File: config.mk
export PLATFORM = sky130hd
export DESIGN_NAME = dmem_arbiter
export DESIGN_NICKNAME = d
export VERILOG_FILES = /design/src/rtl/dmem_arbiter.sv
export SDC_FILE = /design/constraint.sdc
export NUM_CORES = 1
export LEC_CHECK = 0
export ABC_AREA = 1
export BUFFER_PORTS_ARGS = -buffer_cell sky130_fd_sc_hd__buf_2
export CAP_MARGIN = 20
export CORE_AREA = 2 2 119 121
export DETAILED_ROUTE_END_ITERATION = 8
export DIE_AREA = 0 0 121 123
export PLACE_DENSITY = 0.49
export SYNTH_ARGS = -nofsm -noshare
export SYNTH_HDL_FRONTEND = slang
export SYNTH_SLANG_ARGS = --single-unit
File: constraint.sdc
create_clock -name clk -period 1.7 [get_ports clk]
set_input_delay 0.34 -clock clk [delete_from_list [all_inputs] [get_ports clk]]
set_output_delay 0.34 -clock clk [all_outputs]
set_load 0.02 [all_outputs]
File: src/rtl/dmem_arbiter.sv
// Two-port data-memory arbiter: muxes core (port 0) and loader/debug (port 1) onto one memory port.
// Define ARB_RR_EN for burst-limited round-robin on ties; default build is fixed priority to port 0.
module dmem_arbiter #(
  parameter int ADDR_W    = 32,
  parameter int DATA_W    = 32,
  parameter int MAX_BURST = 4
) (
  input  logic              clk,
  input  logic              rst,
  input  logic              m0Req,
  input  logic              m0Wen,
  input  logic [ADDR_W-1:0] m0Addr,
  input  logic [DATA_W-1:0] m0Wdata,
  input  logic [2:0]        m0Size,
  output logic              m0Gnt,
  output logic              m0Rvalid,
  output logic [DATA_W-1:0] m0Rdata,
  input  logic              m1Req,
  input  logic              m1Wen,
  input  logic [ADDR_W-1:0] m1Addr,
  input  logic [DATA_W-1:0] m1Wdata,
  input  logic [2:0]        m1Size,
  output logic              m1Gnt,
  output logic              m1Rvalid,
  output logic [DATA_W-1:0] m1Rdata,
  output logic              memWen,
  output logic              memRen,
  output logic [ADDR_W-1:0] memAddr,
  output logic [DATA_W-1:0] memWdata,
  output logic [2:0]        memSize,
  input  logic [DATA_W-1:0] memRdata,
  input  logic              memStall
);

  typedef enum logic {PORT0 = 1'b0, PORT1 = 1'b1} port_e;

`ifdef ARB_RR_EN
  localparam bit RR_EN = 1'b1;
`else
  localparam bit RR_EN = 1'b0;
`endif
  localparam logic [3:0] BURST_LIMIT = 4'(MAX_BURST);

  port_e       owner_q, owner_d;
  logic [3:0]  cnt_q, cnt_d;
  logic        rd_pend_q, rd_pend_d;
  port_e       rd_tag_q, rd_tag_d;

  logic              tie_win1;
  logic              gnt;
  port_e             sel;
  logic              sel_wen;
  logic [ADDR_W-1:0] sel_addr;
  logic [DATA_W-1:0] sel_wdata;
  logic [2:0]        sel_size;

  // Owner keeps the tie until it has used its burst allowance; fixed mode always favours port 0.
  assign tie_win1 = RR_EN && ((cnt_q < BURST_LIMIT) ? (owner_q == PORT1) : (owner_q == PORT0));

  always_comb begin
    // NOTE: every output of this block gets a default first, so no path can infer a latch.
    m0Gnt = 1'b0;
    m1Gnt = 1'b0;
    if (rst && !memStall) begin
      if (m0Req && m1Req) begin
        m1Gnt = tie_win1;
        m0Gnt = !tie_win1;
      end else begin
        m0Gnt = m0Req;
        m1Gnt = m1Req;
      end
    end
  end

  assign gnt       = m0Gnt | m1Gnt;
  assign sel       = m1Gnt ? PORT1 : PORT0;
  assign sel_wen   = (sel == PORT1) ? m1Wen   : m0Wen;
  assign sel_addr  = (sel == PORT1) ? m1Addr  : m0Addr;
  assign sel_wdata = (sel == PORT1) ? m1Wdata : m0Wdata;
  assign sel_size  = (sel == PORT1) ? m1Size  : m0Size;

  assign memWen   = gnt & sel_wen;
  assign memRen   = gnt & ~sel_wen;
  assign memAddr  = gnt ? sel_addr  : '0;
  assign memWdata = gnt ? sel_wdata : '0;
  assign memSize  = gnt ? sel_size  : 3'b000;

  always_comb begin
    owner_d   = owner_q;
    cnt_d     = cnt_q;
    rd_pend_d = gnt & ~sel_wen;
    rd_tag_d  = rd_tag_q;
    if (gnt) begin
      if (sel == owner_q) begin
        cnt_d = (cnt_q == 4'hF) ? cnt_q : cnt_q + 4'd1;
      end else begin
        owner_d = sel;
        cnt_d   = 4'd1;
      end
      if (!sel_wen) rd_tag_d = sel;
    end
  end

  always_ff @(posedge clk) begin
    // NOTE: sequential state uses non-blocking assignments so all registers update together.
    if (!rst) begin
      owner_q   <= PORT0;
      cnt_q     <= 4'd0;
      rd_pend_q <= 1'b0;
      rd_tag_q  <= PORT0;
    end else begin
      owner_q   <= owner_d;
      cnt_q     <= cnt_d;
      rd_pend_q <= rd_pend_d;
      rd_tag_q  <= rd_tag_d;
    end
  end

  // Gating with rst drops a read response that would land while reset is asserted.
  assign m0Rvalid = rst & rd_pend_q & (rd_tag_q == PORT0);
  assign m1Rvalid = rst & rd_pend_q & (rd_tag_q == PORT1);
  assign m0Rdata  = m0Rvalid ? memRdata : '0;
  assign m1Rdata  = m1Rvalid ? memRdata : '0;

endmodule

==> summary.txt <==
Synth
  • #FFs+latches synth: 2
  • Warnings from Yosys: 0
  • Mean area per synthesized cell: 4.40 µm²
  • Count of cell types in the netlist: 20
  • Number of cells produced by synthesis: 352
  • Post-synthesis sequential area ratio: 2.59%
  • Synthesized area: 0.00155 mm²
  • Net count after synthesis: 525

Die
  • Total Die Area: 0.0149 mm²
  • Width of the die: between 100 and 150 µm
  • Initial cell density of the core: a little under an eighth
  • Height of the die: 123 µm
  • I/O pins: 310
  • Number of rows created at floorplan: 43
  • Core Region: 0.0136 mm²

Setup path
  • Slowest Stage Delay on Critical Path: 0.15 ns
  • CP cell instances: buf_8 -> inv_4 -> nand2_4 -> a21oi_4 -> buf_6 -> buf_12 -> buf_16 -> o21ai_2 -> nor2_1 -> buf_4
  • Kind of launch point of the worst setup path: primary input
  • Critical path data required time: 1.36 ns
  • WS Path Type: primary input to primary output
  • Count of cells along the worst register-to-register path: 2
  • CP Capture Type: primary output
  • Library cell contributing the largest single delay on the critical path: a21oi_4
  • CP arrival: roughly 1.4 ns
  • Crit-path max FO: 8

Clock tree
  • H-tree levels: 1
  • Clock tree root driver cell: clkbuf_16
  • Clk_lat worst skew: approximately 0.22 ns
  • Bufs on Longest Clock Path: 2
  • TritonCTS clock tree: yes
  • CTS hold repair buffers: 0
  • Post-CTS clock slew at the launch and capture registers of the worst setup and hold paths: 0.03 ns
  • CTS buffer count: 3
  • CTS Sinks: 2

Timing
  • Final setup skew: 0 ns
  • Final worst setup slack: -0.0689 ns
  • Min Tclk post-route: 1.77 ns
  • Hold slack: 0.440 ns
  • Max-slew violation count: 0
  • Count of endpoints failing hold in the final timing report: 0
  • Final worst-path cycle share: 104%
  • Achievable Freq: approximately 570 MHz
  • Setup repair after global routing missed its margin: true
  • Tightest Pin Transition: about 0.24 ns
  • Relative slew slack: 83.8%
  • Setup violations, final: 65

GRT
  • Number of antenna violations at the first check in global routing: 0
  • Global-route wire length before repair: 17300 µm
  • Total congestion overflow: 0
  • Maximum number of pins on one net before global-route repair: 45
  • Via count of the first global-routing pass: 3266
  • Total GRT Usage: 15.2%

Drt
  • Avg Vias per Cell: 4.02
  • Number of design-rule violations left by the first detailed-router iteration: 80
  • Count of vias placed by the detailed router: 3487
  • Mean routed wirelength per cell: 14.6 µm
  • Wire length reported by the detailed router: 12700 µm
  • DRT antenna net count: 0
  • First-pass iteration count of the detailed router: 4
  • Remaining routing DRC violations: 0

Final layout
  • Fin cells: 867
  • Area overhead of the layout relative to synthesis: 205%
  • Number of fillers in the final layout: around 1500
  • Post-layout nets: between 800 and 900
  • Number of diodes added for antenna fixing: 0
  • Layout cells sized above 1: 65.6%

Outcome
  • Violations in the final reports: setup timing
  • Result of the run: finished, violations left

Placed design
  • Global placement routability congestion: 0.807
  • Detailed Place HPWL: 8310 µm
  • Port bufs: 309
  • Total instance count after detailed placement: 836

Power
  • Overall power after layout: 1330 µW
  • Max VDD drop: 0.000201 V
  • Static Leakage: 0.00262 µW
  • Pwr Density: 282 mW/mm²

Worst hold path
  • Kind of path behind the tightest hold check: primary input to flip-flop
  • Worst hold path depth: 3

Run
  • Max-Cap Viols: 0
-- stage by stage --
stage / utilization, % / TNS [ns] / cell area, µm² / worst slack (ns)
finish: 34.7 / -2.15 / 4720 / -0.0689
global route: 34.7 / -9.10 / 4720 / -0.146
CTS: 31.3 / -4.02 / 4260 / -0.0789
detailed placement: 24.9 / -6.50 / 3400 / -0.200
global placement: 24.9 / -5.66 / 3400 / -0.178
floorplan: - / 0 / 1560 / 0.00320
-- metal layers --
metal,wire [µm],part of all wire [%],vias up,GRT usage (%)
met4,113,0.89,0,3.42
met5,0,0,-,0
met3,1120,8.8,6,2.95
met2,6860,54,200,30.3
li1,-,-,1739,-
met1,4610,36,1542,16.2
-- layout by cell type, fill, tap and decap left out, types with 2 or more instances in the layout --
master     Yosys  routed
buf_6          8      14
nor2_4         1       4
inv_2          6       2
buf_8          0       5
buf_4          1     117
o21ai_0       62       2
buf_16         0       8
inv_4          0       4
nor2_1       199     187
nand3_1        2       2
o21ai_4        0       9
inv_1         37      36
clkbuf_16      0       6
nor2_2         1      10
o21ai_1        5       5
o21ai_2        0      51
buf_2         13     201
buf_12         0      11
-- flip-flops by register name, indices dropped and copies added, names as in the netlist --
signal,count
rd_pend_q,1
rd_tag_q,1
-- final cells by class --
type | count | area [µm²] | area share, %
inverter | 43 | 184 | 3.90
clock buffer | 3 | 75.1 | 1.59
tap | 180 | 225 | 4.77
timing repair buffer | 359 | 2630 | 55.8
multi-input combinational | 280 | 1560 | 33.1
sequential | 2 | 41.3 | 0.875
-- logic make-up after synthesis --
kind of cell | Yosys count | synth area share [%]
buffers and inverters | 70 | 22.2
DFF | 2 | 2.59
and+or+nand+nor | 210 | 52.2
AOI/OAI and AO/OA | 70 | 23.0
-- report_power, final --
group	total (µW)	internal, µW	switching [µW]
logic	930	460	470
clock network	352	299	52.9
registers	49.5	48.9	0.624
total	1330	808	524
-- what timing repair did --
item,in CTS,in global routing
setup buffers,12,5
endpoints found under the hold margin,0,0
resized for setup,184,122
pin swaps,42,58
gates cloned,9,5
setup endpoints to repair,91,126
-- critical path, delay by kind of cell --
family | cells | cell delay, ns
AOI/OAI and AO/OA | 2 | 0.21
and+or+nand+nor | 2 | 0.17
buffers and inverters | 6 | 0.69
-- final timing paths --
| path | startpoint | end | slack, ns |
|---|---|---|---|
| worst max register to register | rd_tag_q$_SDFFE_PN0P_ | rd_tag_q$_SDFFE_PN0P_ | 1.14 |
| worst min-delay path | m1Wen | rd_tag_q$_SDFFE_PN0P_ | 0.44 |
| worst min register to register | rd_tag_q$_SDFFE_PN0P_ | rd_tag_q$_SDFFE_PN0P_ | 0.47 |
| worst max-delay path | memStall | memAddr[24] | -0.07 |
-- cell usage after synthesis --
| cell | n | share of area [%] |
|---|---|---|
| inv_1 | 37 | 9.0 |
| a21boi_0 | 1 | 0.49 |
| a21oi_1 | 1 | 0.32 |
| buf_6 | 8 | 5.8 |
| nand3_1 | 2 | 0.65 |
| nor2_1 | 199 | 48 |
| or2_0 | 1 | 0.40 |
| dfxtp_1 | 2 | 2.6 |
| buf_2 | 13 | 4.2 |
| nor2_4 | 1 | 0.73 |
| buf_4 | 1 | 0.49 |
| clkbuf_1 | 5 | 1.2 |
| o21ai_0 | 62 | 20 |
| nor3_1 | 2 | 0.65 |
| nor2_2 | 1 | 0.40 |
| a21oi_2 | 1 | 0.57 |
| nand2_2 | 1 | 0.40 |
| o21ai_1 | 5 | 1.6 |
| nand2_1 | 3 | 0.73 |
| inv_2 | 6 | 1.5 |
No activity file was read; power rests on OpenSTA's default activity.
